`src/rtl/mips_ctrl_pkg.sv`:
```
// Shared encodings for the multi-cycle MIPS control unit: FSM states,
// instruction classes, opcode/funct constants, ALU codes and operand selects.
package mips_ctrl_pkg;

  typedef enum logic [2:0] {
    ST_IDLE,
    ST_FETCH,
    ST_DECODE,
    ST_EXEC,
    ST_MEM,
    ST_WB
  } state_t;

  typedef enum logic [2:0] {
    CLS_R,
    CLS_IMM,
    CLS_LUI,
    CLS_LW,
    CLS_SW,
    CLS_BEQ,
    CLS_BNE,
    CLS_J
  } class_t;

  localparam logic [5:0] OP_R     = 6'h00;
  localparam logic [5:0] OP_J     = 6'h02;
  localparam logic [5:0] OP_BEQ   = 6'h04;
  localparam logic [5:0] OP_BNE   = 6'h05;
  localparam logic [5:0] OP_ADDI  = 6'h08;
  localparam logic [5:0] OP_ADDIU = 6'h09;
  localparam logic [5:0] OP_SLTI  = 6'h0A;
  localparam logic [5:0] OP_ANDI  = 6'h0C;
  localparam logic [5:0] OP_ORI   = 6'h0D;
  localparam logic [5:0] OP_XORI  = 6'h0E;
  localparam logic [5:0] OP_LUI   = 6'h0F;
  localparam logic [5:0] OP_LW    = 6'h23;
  localparam logic [5:0] OP_SW    = 6'h2B;

  localparam logic [5:0] FN_ADD  = 6'h20;
  localparam logic [5:0] FN_ADDU = 6'h21;
  localparam logic [5:0] FN_SUB  = 6'h22;
  localparam logic [5:0] FN_SUBU = 6'h23;
  localparam logic [5:0] FN_AND  = 6'h24;
  localparam logic [5:0] FN_OR   = 6'h25;
  localparam logic [5:0] FN_XOR  = 6'h26;
  localparam logic [5:0] FN_NOR  = 6'h27;
  localparam logic [5:0] FN_SLT  = 6'h2A;
  localparam logic [5:0] FN_SLTU = 6'h2B;

  localparam logic [3:0] ALU_ADD  = 4'd0;
  localparam logic [3:0] ALU_SUB  = 4'd1;
  localparam logic [3:0] ALU_AND  = 4'd2;
  localparam logic [3:0] ALU_OR   = 4'd3;
  localparam logic [3:0] ALU_XOR  = 4'd4;
  localparam logic [3:0] ALU_NOR  = 4'd5;
  localparam logic [3:0] ALU_SLT  = 4'd6;
  localparam logic [3:0] ALU_SLTU = 4'd7;
  localparam logic [3:0] ALU_LUI  = 4'd8;

  localparam logic [1:0] SRC_REG  = 2'b00;
  localparam logic [1:0] SRC_SEXT = 2'b01;
  localparam logic [1:0] SRC_ZEXT = 2'b10;

  localparam logic [1:0] PC_SEQ = 2'b00;
  localparam logic [1:0] PC_BR  = 2'b01;
  localparam logic [1:0] PC_JMP = 2'b10;

  // R-type funct field -> {legal, alu_op}; unknown functs come back illegal.
  function automatic logic [4:0] funct_decode(input logic [5:0] funct);
    logic [4:0] res;
    res = {1'b0, ALU_ADD};
    case (funct)
      FN_ADD, FN_ADDU: res = {1'b1, ALU_ADD};
      FN_SUB, FN_SUBU: res = {1'b1, ALU_SUB};
      FN_AND:          res = {1'b1, ALU_AND};
      FN_OR:           res = {1'b1, ALU_OR};
      FN_XOR:          res = {1'b1, ALU_XOR};
      FN_NOR:          res = {1'b1, ALU_NOR};
      FN_SLT:          res = {1'b1, ALU_SLT};
      FN_SLTU:         res = {1'b1, ALU_SLTU};
      default:         res = {1'b0, ALU_ADD};
    endcase
    return res;
  endfunction

endpackage

```
`src/rtl/mc_instr_decode.sv`:
```
// Combinational instruction classifier: opcode/funct -> class and the
// EXEC-phase datapath controls (ALU op, operand select, destination select).
module mc_instr_decode
  import mips_ctrl_pkg::*;
(
  input  logic [5:0] i_opcode,
  input  logic [5:0] i_funct,
  output class_t     o_cls,
  output logic [3:0] o_alu_op,
  output logic [1:0] o_alu_src,
  output logic       o_reg_dst,
  output logic       o_legal
);

  // Table decode; anything not matched is flagged illegal.
  always_comb begin
    o_cls     = CLS_R;
    o_alu_op  = ALU_ADD;
    o_alu_src = SRC_REG;
    o_reg_dst = 1'b0;
    o_legal   = 1'b1;
    case (i_opcode)
      OP_R: begin
        {o_legal, o_alu_op} = funct_decode(i_funct);
        o_reg_dst           = 1'b1;
      end
      OP_ADDI, OP_ADDIU: begin
        o_cls     = CLS_IMM;
        o_alu_src = SRC_SEXT;
      end
      OP_SLTI: begin
        o_cls     = CLS_IMM;
        o_alu_op  = ALU_SLT;
        o_alu_src = SRC_SEXT;
      end
      OP_ANDI: begin
        o_cls     = CLS_IMM;
        o_alu_op  = ALU_AND;
        o_alu_src = SRC_ZEXT;
      end
      OP_ORI: begin
        o_cls     = CLS_IMM;
        o_alu_op  = ALU_OR;
        o_alu_src = SRC_ZEXT;
      end
      OP_XORI: begin
        o_cls     = CLS_IMM;
        o_alu_op  = ALU_XOR;
        o_alu_src = SRC_ZEXT;
      end
      OP_LUI: begin
        o_cls    = CLS_LUI;
        o_alu_op = ALU_LUI;
      end
      OP_LW: begin
        o_cls     = CLS_LW;
        o_alu_src = SRC_SEXT;
      end
      OP_SW: begin
        o_cls     = CLS_SW;
        o_alu_src = SRC_SEXT;
      end
      OP_BEQ: begin
        o_cls    = CLS_BEQ;
        o_alu_op = ALU_SUB;
      end
      OP_BNE: begin
        o_cls    = CLS_BNE;
        o_alu_op = ALU_SUB;
      end
      OP_J: begin
        o_cls = CLS_J;
      end
      default: begin
        o_legal = 1'b0;
      end
    endcase
  end

endmodule

```
`src/rtl/mc_control_fsm.sv`:
```
// Multi-cycle control unit: sequences FETCH/DECODE/EXEC/MEM/WB with
// req/ack handshakes to instruction and data memory, holds the IR and
// counts retired instructions. All control outputs are decoded from the
// current state and IR and are forced low while rst is asserted.
module mc_control_fsm
  import mips_ctrl_pkg::*;
#(
  parameter int CNT_W = 32
) (
  input  logic             clk,
  input  logic             rst,
  output logic             imem_req,
  input  logic             imem_ack,
  input  logic [31:0]      imem_rdata,
  output logic [31:0]      instr,
  input  logic             alu_zero,
  output logic             reg_write,
  output logic             reg_dst,
  output logic [1:0]       alu_src,
  output logic [3:0]       alu_op,
  output logic             mem_to_reg,
  output logic             dmem_req,
  output logic             dmem_we,
  input  logic             dmem_ack,
  output logic             pc_write,
  output logic [1:0]       pc_src,
  output logic             illegal,
  output logic [CNT_W-1:0] instr_count
);

  state_t           r_state;
  state_t           w_next;
  logic [31:0]      r_ir;
  logic [CNT_W-1:0] r_count;
  logic             w_load_ir;
  logic             w_retire;

  class_t           w_cls;
  logic [3:0]       w_dec_alu_op;
  logic [1:0]       w_dec_alu_src;
  logic             w_dec_reg_dst;
  logic             w_dec_legal;

  mc_instr_decode u_decode (
    .i_opcode  (r_ir[31:26]),
    .i_funct   (r_ir[5:0]),
    .o_cls     (w_cls),
    .o_alu_op  (w_dec_alu_op),
    .o_alu_src (w_dec_alu_src),
    .o_reg_dst (w_dec_reg_dst),
    .o_legal   (w_dec_legal)
  );

  assign instr       = r_ir;
  assign instr_count = r_count;

  // State register.
  always_ff @(posedge clk) begin
    if (rst) r_state <= ST_IDLE;
    else     r_state <= w_next;
  end

  // Instruction register, loaded on the accepted fetch.
  always_ff @(posedge clk) begin
    if (rst)            r_ir <= 32'd0;
    else if (w_load_ir) r_ir <= imem_rdata;
  end

  // Retired-instruction counter; wraps naturally at all-ones.
  always_ff @(posedge clk) begin
    if (rst)           r_count <= '0;
    else if (w_retire) r_count <= r_count + {{(CNT_W-1){1'b0}}, 1'b1};
  end

  // Next-state and output decode; reset masks every strobe and request.
  always_comb begin
    w_next     = r_state;
    w_load_ir  = 1'b0;
    w_retire   = 1'b0;
    imem_req   = 1'b0;
    reg_write  = 1'b0;
    reg_dst    = 1'b0;
    alu_src    = SRC_REG;
    alu_op     = ALU_ADD;
    mem_to_reg = 1'b0;
    dmem_req   = 1'b0;
    dmem_we    = 1'b0;
    pc_write   = 1'b0;
    pc_src     = PC_SEQ;
    illegal    = 1'b0;
    unique case (r_state)
      ST_IDLE: begin
        w_next = ST_FETCH;
      end
      ST_FETCH: begin
        imem_req = 1'b1;
        if (imem_ack) begin
          w_load_ir = 1'b1;
          pc_write  = 1'b1;
          pc_src    = PC_SEQ;
          w_next    = ST_DECODE;
        end
      end
      ST_DECODE: begin
        if (w_dec_legal) begin
          w_next = ST_EXEC;
        end else begin
          illegal = 1'b1;
          w_next  = ST_FETCH;
        end
      end
      ST_EXEC: begin
        alu_op  = w_dec_alu_op;
        alu_src = w_dec_alu_src;
        reg_dst = w_dec_reg_dst;
        case (w_cls)
          CLS_LW, CLS_SW: w_next = ST_MEM;
          CLS_BEQ: begin
            pc_write = alu_zero;
            pc_src   = PC_BR;
            w_retire = 1'b1;
            w_next   = ST_FETCH;
          end
          CLS_BNE: begin
            pc_write = ~alu_zero;
            pc_src   = PC_BR;
            w_retire = 1'b1;
            w_next   = ST_FETCH;
          end
          CLS_J: begin
            pc_write = 1'b1;
            pc_src   = PC_JMP;
            w_retire = 1'b1;
            w_next   = ST_FETCH;
          end
          default: w_next = ST_WB;
        endcase
      end
      ST_MEM: begin
        dmem_req = 1'b1;
        dmem_we  = (w_cls == CLS_SW);
        if (dmem_ack) begin
          if (w_cls == CLS_SW) begin
            w_retire = 1'b1;
            w_next   = ST_FETCH;
          end else begin
            w_next = ST_WB;
          end
        end
      end
      ST_WB: begin
        reg_write  = 1'b1;
        mem_to_reg = (w_cls == CLS_LW);
        w_retire   = 1'b1;
        w_next     = ST_FETCH;
      end
      default: begin
        w_next = ST_IDLE;
      end
    endcase
    if (rst) begin
      w_load_ir  = 1'b0;
      w_retire   = 1'b0;
      imem_req   = 1'b0;
      reg_write  = 1'b0;
      reg_dst    = 1'b0;
      alu_src    = SRC_REG;
      alu_op     = ALU_ADD;
      mem_to_reg = 1'b0;
      dmem_req   = 1'b0;
      dmem_we    = 1'b0;
      pc_write   = 1'b0;
      pc_src     = PC_SEQ;
      illegal    = 1'b0;
    end
  end

endmodule
```
`config.mk`:
```
export PLATFORM = sky130hd
export DESIGN_NAME = mc_control_fsm
export DESIGN_NICKNAME = d
export VERILOG_FILES = /design/src/rtl/mips_ctrl_pkg.sv /design/src/rtl/mc_instr_decode.sv /design/src/rtl/mc_control_fsm.sv
export SDC_FILE = /design/constraint.sdc
export NUM_CORES = 1
export LEC_CHECK = 0
export CAP_MARGIN = 20
export CORE_MARGIN = 5
export CORE_UTILIZATION = 40
export CTS_BUF_LIST = sky130_fd_sc_hd__clkbuf_16
export DETAILED_ROUTE_END_ITERATION = 8
export PLACE_DENSITY = 0.76
export SYNTH_ARGS = -nofsm -noshare
export SYNTH_HDL_FRONTEND = slang
export SYNTH_SLANG_ARGS = --single-unit
```
`constraint.sdc`:
```
create_clock -name clk -period 2.9 [get_ports clk]
set_clock_uncertainty 0.1 [all_clocks]
set_input_delay 0.87 -clock clk [delete_from_list [all_inputs] [get_ports clk]]
set_output_delay 0.87 -clock clk [all_outputs]
set_load 0.01 [all_outputs]
```
After elaboration in Yosys (flattened, before gate mapping)
Index checks and enable logic that the tools add are counted.
- $add $sub $neg: 1
- equal/unequal tests: 34
- multiplexer cells: 45
- bitwise gates (word level): 1
- reduce and logical (&&, ||, !) cells: 14
- operators with widths (kind ; count):
    $eq A6 B6 Y1 const B ; 12
    $eq A6 B4 Y1 const B ; 7
    $pmux W5 S8 ; 1
    $add A32 B1 Y32 const B ; 1
    $pmux W4 S7 ; 1
    $mux W1 ; 24
    $pmux W3 S7 ; 1
    $eq A3 B3 Y1 const B ; 6
    $pmux W3 S5 ; 1
    $eq A6 B3 Y1 const B ; 2
    $reduce_or A12 Y1 ; 1
    $reduce_or A2 Y1 ; 6
    $mux W2 ; 5
    $eq A3 B2 Y1 const B ; 3
    $mux W3 ; 3
    $mux W4 ; 2
    $pmux W2 S2 ; 2
    $eq A6 B2 Y1 const B ; 1
    $logic_not A6 Y1 ; 1
    $pmux W1 S3 ; 2
    $pmux W3 S2 ; 1
    $reduce_or A3 Y1 ; 2
    $reduce_or A6 Y1 ; 1
    $reduce_or A5 Y1 ; 1
    6 further kinds ; 8
- flip-flop bits (word level): 67
- input port bits: 37
- output and inout bits: 80
- word-level logic and storage cells: 98

Logic depth before layout (Yosys ltp)
Gate-level depths: netlist of run 1.
- word-level depth: 8
- gate-level depth with buffers: 8
- mapped depth without buffers: 6

Hierarchy
Synthesis of run 1 repeated with hierarchy kept, for this count alone.
- cells, all modules: 436
- area total of the unflattened synthesis: 3562.2 µm²
- by module, submodules not included (module ; instances ; cells each ; area each (µm²) ; seq. area each (µm²)):
    mc_control_fsm ; 1 ; 374 ; 3199.3 ; 1341.3
    mc_instr_decode ; 1 ; 62 ; 362.8 ; 0.0

Least setup slack after synthesis of run 1
OpenSTA, ideal clock, no wires.
- kind: input -> output
- start point: in rst
- end point: out pc_write
- arrival time: 2.020 ns
- data required time: 1.930 ns
- path slack: -0.090 ns
- stages: 5
- buffers on the path: 2
- cell sequence: clkbuf_1 > nor4_1 > and2_1 > buf_2 > or3_1
- word-level cells in the longest chain between the ends: 1
- ends and longest elaborated chain (item ; RTL line ; text):
    start, declared ; mc_control_fsm.sv:11 ; input logic rst,
    $mux W1 ; mc_control_fsm.sv:161 ; if (rst) begin
    end, declared ; mc_control_fsm.sv:25 ; output logic pc_write,
No other way between the ends.

Worst setup path after layout of run 1
- start point: reg r_ir[31], in the netlist instr[31]
- end point: out illegal
- word-level cells in the longest chain between the ends: 6
- elaborated cells between the ends (all ways): 18
- classes of those cells: 12 x eq/ne; 4 x mux; 2 x reduce/logical
- ends and longest elaborated chain (item ; RTL line ; text):
    start, declared ; mc_control_fsm.sv:33 ; logic [31:0] r_ir;
    start signal, assigned ; mc_control_fsm.sv:66 ; else if (w_load_ir) r_ir <= imem_rdata;
    $eq A6 B4 Y1 (tied with other cells) ; mc_instr_decode.sv:22 ; case (i_opcode)
    $reduce_or A12 Y1 (no line) ; - ;
    $pmux W1 S2 * ; mc_instr_decode.sv:22 ;
    $mux W1 * ; mc_control_fsm.sv:105 ; if (w_dec_legal) begin
    $mux W1 * ; mc_control_fsm.sv:91 ; unique case (r_state)
    $mux W1 * ; mc_control_fsm.sv:161 ;
    end, declared ; mc_control_fsm.sv:27 ; output logic illegal,
Every way passes the cells marked *; elsewhere a longest branch is shown, timed or not.

==> impl_metrics.yaml, run 1 <==
drt:
  drc: 0
  detail-route-antenna-nets: 0
  wl_per_cell_um: 15.22
  dr.first_iter.drc_count: 156
  vias_per_cell: 5.485
  dr.pass1.iters: 6
  vias: 3730
  wl_um: 10350
synth:
  post_synth_num_cell_types: 53
  syn_area_um2: 3276
  synth_area_leader_cell: "dfxtp_1"
  synth_cells: 423
  ys_top_cells_by_count: "85 x nand2_1, 67 x dfxtp_1, 50 x o21ai_0"
  ys_seq_area_share_pct: 40.95
  avgSynthCellArea_um2: 7.744
  ys_seq_elements: 67
  synth_edf_count: 0
  yosysWarningCount: 0
  synth_top_area_share_pct: 40.95
  syn-num-nets: 461
  yosys.cell_count.top_type: "nand2_1"
  synth_ff_type: "dfxtp_1"
  synthArstFlopShare_pct: 0
  synthTopCellsByArea: "dfxtp_1 41%, nand2_1 9.7%, o21ai_0 7.6%"
timing:
  fin_ws_ns: -0.2859
  fmaxAchievable_mhz: 313.9
  timing.hold.ws_ns: 0.3564
  tightest_slew_ns: 0.6783
  max_slew_margin_pct: 54.78
  hold_violations: 0
  fin_crit_ns: 3.186
  slew_violations: 0
  setup_viol: 5
  grt_setup_unrepaired: "yes"
  fin_crit_sh_pct: 109.9
power:
  power_leakage_uw: 0.001861
  total_power_uw: 2487
  power_density_nw_per_um2: 477.1
  ir_drop_mv: 0.3578
layout:
  final_util_pct: 64.39
  layout.nets: 608
  antenna_cells: 0
  finalInstanceArea_um2: 5211
  syn_to_final_growth_pct: 59.09
  stdcell_count: 680
  nFillCells: 731
  drive_gt1_share_pct: 18.61
placed_design:
  io_buffers: 116
  hpwl_um: 7230
  gp_congestion: 0.8463
  placed_area_um2: 4762
  place_inst: 659
die:
  rows: 33
  coreArea_um2: 8093
  die_w_um: 100.5
  start_util_pct: 40.48
  die_height_um: 100.5
  dieArea_um2: 10100
  ios: 117
critical_path:
  critical_path.top_delay_family: "simple AND/OR/NAND/NOR gates"
  cp-end-kind: "output port"
  path_class: "reg2out"
  slowest_stage: "or4_4"
  cp.required_ns: 1.93
  critical_path_peak_fanout: 2
  cp_num_buf_inv: 2
  cp-startpoint: "instr[31]"
  r2r-end: "instr_count[18]"
  cp_cell_sequence: "or3_4 > or4_4 > nor3b_4 > buf_6 > a2bb2oi_2 > and4_1 > buf_2"
  path_depth: 7
  regToRegSetupSlack_ns: 0.40
  critPathCapture: "illegal"
  cp.arrival_ns: 2.22
  rr_worst_depth: 9
  cp-start-kind: "flip-flop"
  r2r_start: "instr[31]"
  cp_slowest_stage_delay_ns: 0.46
grt:
  grt_pass1_vias: 3514
  grt_pass1_wl_um: 16730
  grt_overflow: 0
  grt_usage_pct: 20.03
  antenna_found_initial: 0
  grt_max_degree: 66
worst_hold_path:
  min_path_type: "reg2reg"
outcome:
  failed_checks: "setup timing"
  status: "finished, violations left"
clock_tree:
  postCtsHoldBufs: 0
  cts_made_buffers: 9
  cts_tree: "done"
  h-tree-depth: 3
  clkLatencyLatePin_ns: 0.32
  cts_buffer_depth: 2
  cts-root-buf: "clkbuf_16"
  clk_pin_slew_ns: 0.05
  cts_sinks: 67
job:
  maxCapViolCount: 0
==> layout by cell type, fill, tap and decap left out, drive strengths merged, types with 3 or more instances in the layout <==
cell,count
o31ai,12
clkinv,4
nor4,5
and2,3
a211oi,3
or4,11
dfxtp,67
and3,5
nand4,3
or3,17
inv,8
nor3,4
clkbuf,11
buf,59
o21ai,50
nand2b,3
bufinv,3
and4,3
dlygate4sd2,4
nor2,22
nand3,22
o21a,3
clkdlybuf4s50,97
nor2b,4
a21oi,32
nand2,85
==> tightest hold or removal path, cell delays in order, from the launching register on <==
cell and delay [ns]:
dfxtp_1 0.30, nand2_1 0.05, o21ai_0 0.06
==> through the flow <==
stage / worst slack (ns) / TNS [ns]
after global routing: -0.3611 / -1.441
final: -0.2859 / -1.042
after floorplan: 0.007387 / 0
after detailed placement: -1.020 / -25.30
after global placement: -0.9598 / -23.91
after CTS: -0.2444 / -0.8926
==> worst min-delay path by stage <==
stage,from,to,slack [ns],cells past startpoint
final,instr[12],instr[12],0.36,2
after global routing,instr[8],instr[8],0.38,2
after CTS,instr[12],instr[12],0.36,2
after detailed placement,instr[23],instr[23],0.35,2
after global placement,instr[19],instr[19],0.34,2
after floorplan,instr[10],instr[10],0.38,2
==> routing by layer <==
metal / track usage [%] / up-vias / wire (µm)
met5: 0 / - / 0
met4: 6.425 / 0 / 218
met3: 3.114 / 16 / 536
met2: 35.63 / 115 / 5356
met1: 24.68 / 1774 / 4239
li1: - / 1825 / -
==> registers in the layout (all words and copies together) (netlist names) <==
signal / count
instr: 32
instr_count: 32
r_state: 3
==> power by group <==
part           internal, µW  switching, µW
sequential              950           24.0
clock                   830            382
combinational           164            137
==> final cells by class <==
type,instances,area (µm²),area share [%]
multi-input combinational,322,1917,36.78
timing repair buffer,162,1453,27.88
sequential,67,1348,25.86
clock buffer,9,225.2,4.322
tap,105,131.4,2.521
clock inverter,7,107.6,2.065
inverter,8,30.03,0.5762
==> cells by family (layout without fill, tap and decap cells) <==
kind of cell / count (synthesis) / in the layout / share of synthesized area (%)
muxes: 3 / 3 / 0.9549
xor gates and xnor gates: 4 / 4 / 1.070
buffers and inverters: 34 / 186 / 4.775
AOI/OAI and AO/OA: 120 / 120 / 22.08
and+or+nand+nor: 194 / 194 / 29.79
adders and majority gates: 1 / 1 / 0.3819
DFF: 67 / 67 / 40.95
==> timing repair <==
action,in CTS,in global routing
buffers inserted,4,1
endpoints found under the setup margin,37,13
gates cloned,0,0
gates resized for setup,80,20
pin swaps,14,9
(Power assumes the default switching activity.)
==> run 2, diff against run 1 <==
CAP_MARGIN = 5   (was 20)
PLACE_DENSITY = not set   (was 0.76)
PLACE_DENSITY_LB_ADDON = 0.1   (was not set)
==> run 2 against run 1 <==
Compared with the run above: the run still ends with setup timing left; clock-buffer cell count did not move; utilization decreased by 0.25 points; largest cell class unchanged; flip-flop and latch count stayed put.
==> impl_metrics.yaml, run 2 (synthesis gave the netlist of run 1 again) <==
outcome:
  status: "finished, violations left"
  failed_checks: "setup timing"
layout:
  final_cell_mix: "98 x clkdlybuf4s50_1, 85 x nand2_1, 64 x dfxtp_1, 48 x o21ai_0, 39 x buf_4"
  syn_to_final_growth_pct: 58.48
  drive_gt1_share_pct: 17.34
  layout.nets: 604
  antenna_cells: 0
  final_common_cell: "clkdlybuf4s50_1"
  stdcell_count: 676
power:
  ir_drop_mv: 0.3893
  power_density_nw_per_um2: 485.6
  power_leakage_uw: 0.001857
die:
  coreArea_um2: 8093
  dieArea_um2: 10100
  ios: 117
  start_util_pct: 40.48
  die_w_um: 100.5
  rows: 33
  die_height_um: 100.5
timing:
  fin_crit_sh_pct: 110.5
  fin_ws_ns: -0.3050
  fmaxAchievable_mhz: 312.0
  final.setup.tns_ns: -1.077
  fin_crit_ns: 3.205
  setup_viol: 4
  hold_violations: 0
  max_slew_margin_pct: 56.55
  tightest_slew_ns: 0.6517
  grt_setup_unrepaired: "yes"
  slew_violations: 0
critical_path:
  cp-start-kind: "flip-flop"
  path_class: "reg2out"
  regToRegSetupSlack_ns: 0.41
  cp-startpoint: "instr[31]"
  critPathCapture: "illegal"
  cp.arrival_ns: 2.24
  r2r-end: "instr_count[7]"
  cp-end-kind: "output port"
  r2r_start: "instr[28]"
  cp.required_ns: 1.93
  rr_worst_depth: 8
  critical_path_peak_fanout: 2
grt:
  grt_pass1_vias: 3392
  grt_overflow: 0
  grt_pass1_wl_um: 16160
  antenna_found_initial: 0
  grt_usage_pct: 19.63
  grt_max_degree: 66
clock_tree:
  cts_sinks: 67
  h-tree-depth: 3
  cts_buffer_depth: 2
  postCtsHoldBufs: 0
  clk_pin_slew_ns: 0.06
  clkLatencyLatePin_ns: 0.33
  cts-root-buf: "clkbuf_16"
  cts_tree: "done"
  cts_made_buffers: 9
drt:
  wl_um: 10060
  wl_per_cell_um: 14.89
  drc: 0
  dr.pass1.iters: 4
  dr.first_iter.drc_count: 92
  detail-route-antenna-nets: 0
  vias: 3619
  vias_per_cell: 5.354
placed_design:
  dp_slack_ns: -0.8708
  hpwl_um: 7039
  io_buffers: 116
  gp_congestion: 0.7891
  place_inst: 656
worst_hold_path:
  min_path_type: "reg2reg"
job:
  maxCapViolCount: 0
-- run 2: changes by cell type in the layout (fill, tap and decap cells not counted), sizes merged --
cell / previous run / this run
buf: 59 / 53
clkdlybuf4s15: 0 / 2
clkdlybuf4s50: 97 / 98
clkinv: 4 / 3
dlygate4sd2: 4 / 3
inv: 8 / 9
-- run 2: layout make-up --
type	instances	area, µm²
flip-flops and latches	67	1348
repair buffers	158	1436
clock buffers	9	225.2
fillers	721	2902
multi-input cells	322	1904
inverters	8	30.03
well taps	105	131.4
clock inverters	7	116.4
-- run 2: what timing repair did --
action                                  in CTS  in global routing
pin swaps                                   10                  8
resized for setup                           78                 15
endpoints found under the setup margin      39                 11
buffers inserted                             2                  2
-- run 2: worst min-delay path by stage --
stage                     startpoint  slack, ns   endpoint  depth (start not counted)
after global routing       instr[10]       0.39  instr[10]                          2
after floorplan            instr[10]       0.38  instr[10]                          2
after CTS                  instr[14]       0.36  instr[14]                          2
after global placement     instr[11]       0.35  instr[11]                          2
after detailed placement   instr[25]       0.35  instr[25]                          2
final                      instr[25]       0.36  instr[25]                          2
-- run 2: routing by layer --
metal / wire length (µm) / vias to the layer above / global-route usage [%]
li1: - / 1814 / -
met5: 0 / - / 0
met2: 4728 / 103 / 32.06
met1: 4558 / 1692 / 25.74
met3: 647 / 10 / 4.637
met4: 130 / 0 / 6.010
-- run 2: worst max-delay path, stage by stage (launching register included) --
cell,delay [ns]
dfxtp_2,0.32
or3_4,0.38
or4_4,0.45
nor3b_4,0.25
buf_4,0.16
a2bb2oi_4,0.05
and4_1,0.17
buf_2,0.14
-- run 2: report_power, final --
part           switching (µW)  internal [µW]
sequential               21.6            948
clock                     411            839
combinational             136            165
total                     568           1950
-- run 2: per-stage QoR --
| stage | utilization [%] | area (µm²) | hold WS, ns | total power, µW |
|---|---|---|---|---|
| 5_1_grt | 64.15 | 5191 | 0.3878 | 2610 |
| 4_1_cts | 63.53 | 5141 | 0.3602 | 2528 |
| 6_report | 64.15 | 5191 | 0.3562 | 2521 |
| 2_1_floorplan | - | 3288 | 0.3802 | 1100 |
| 3_3_place_gp | 58.57 | 4740 | 0.3452 | 1253 |
| 3_5_place_dp | 58.57 | 4740 | 0.3501 | 1256 |
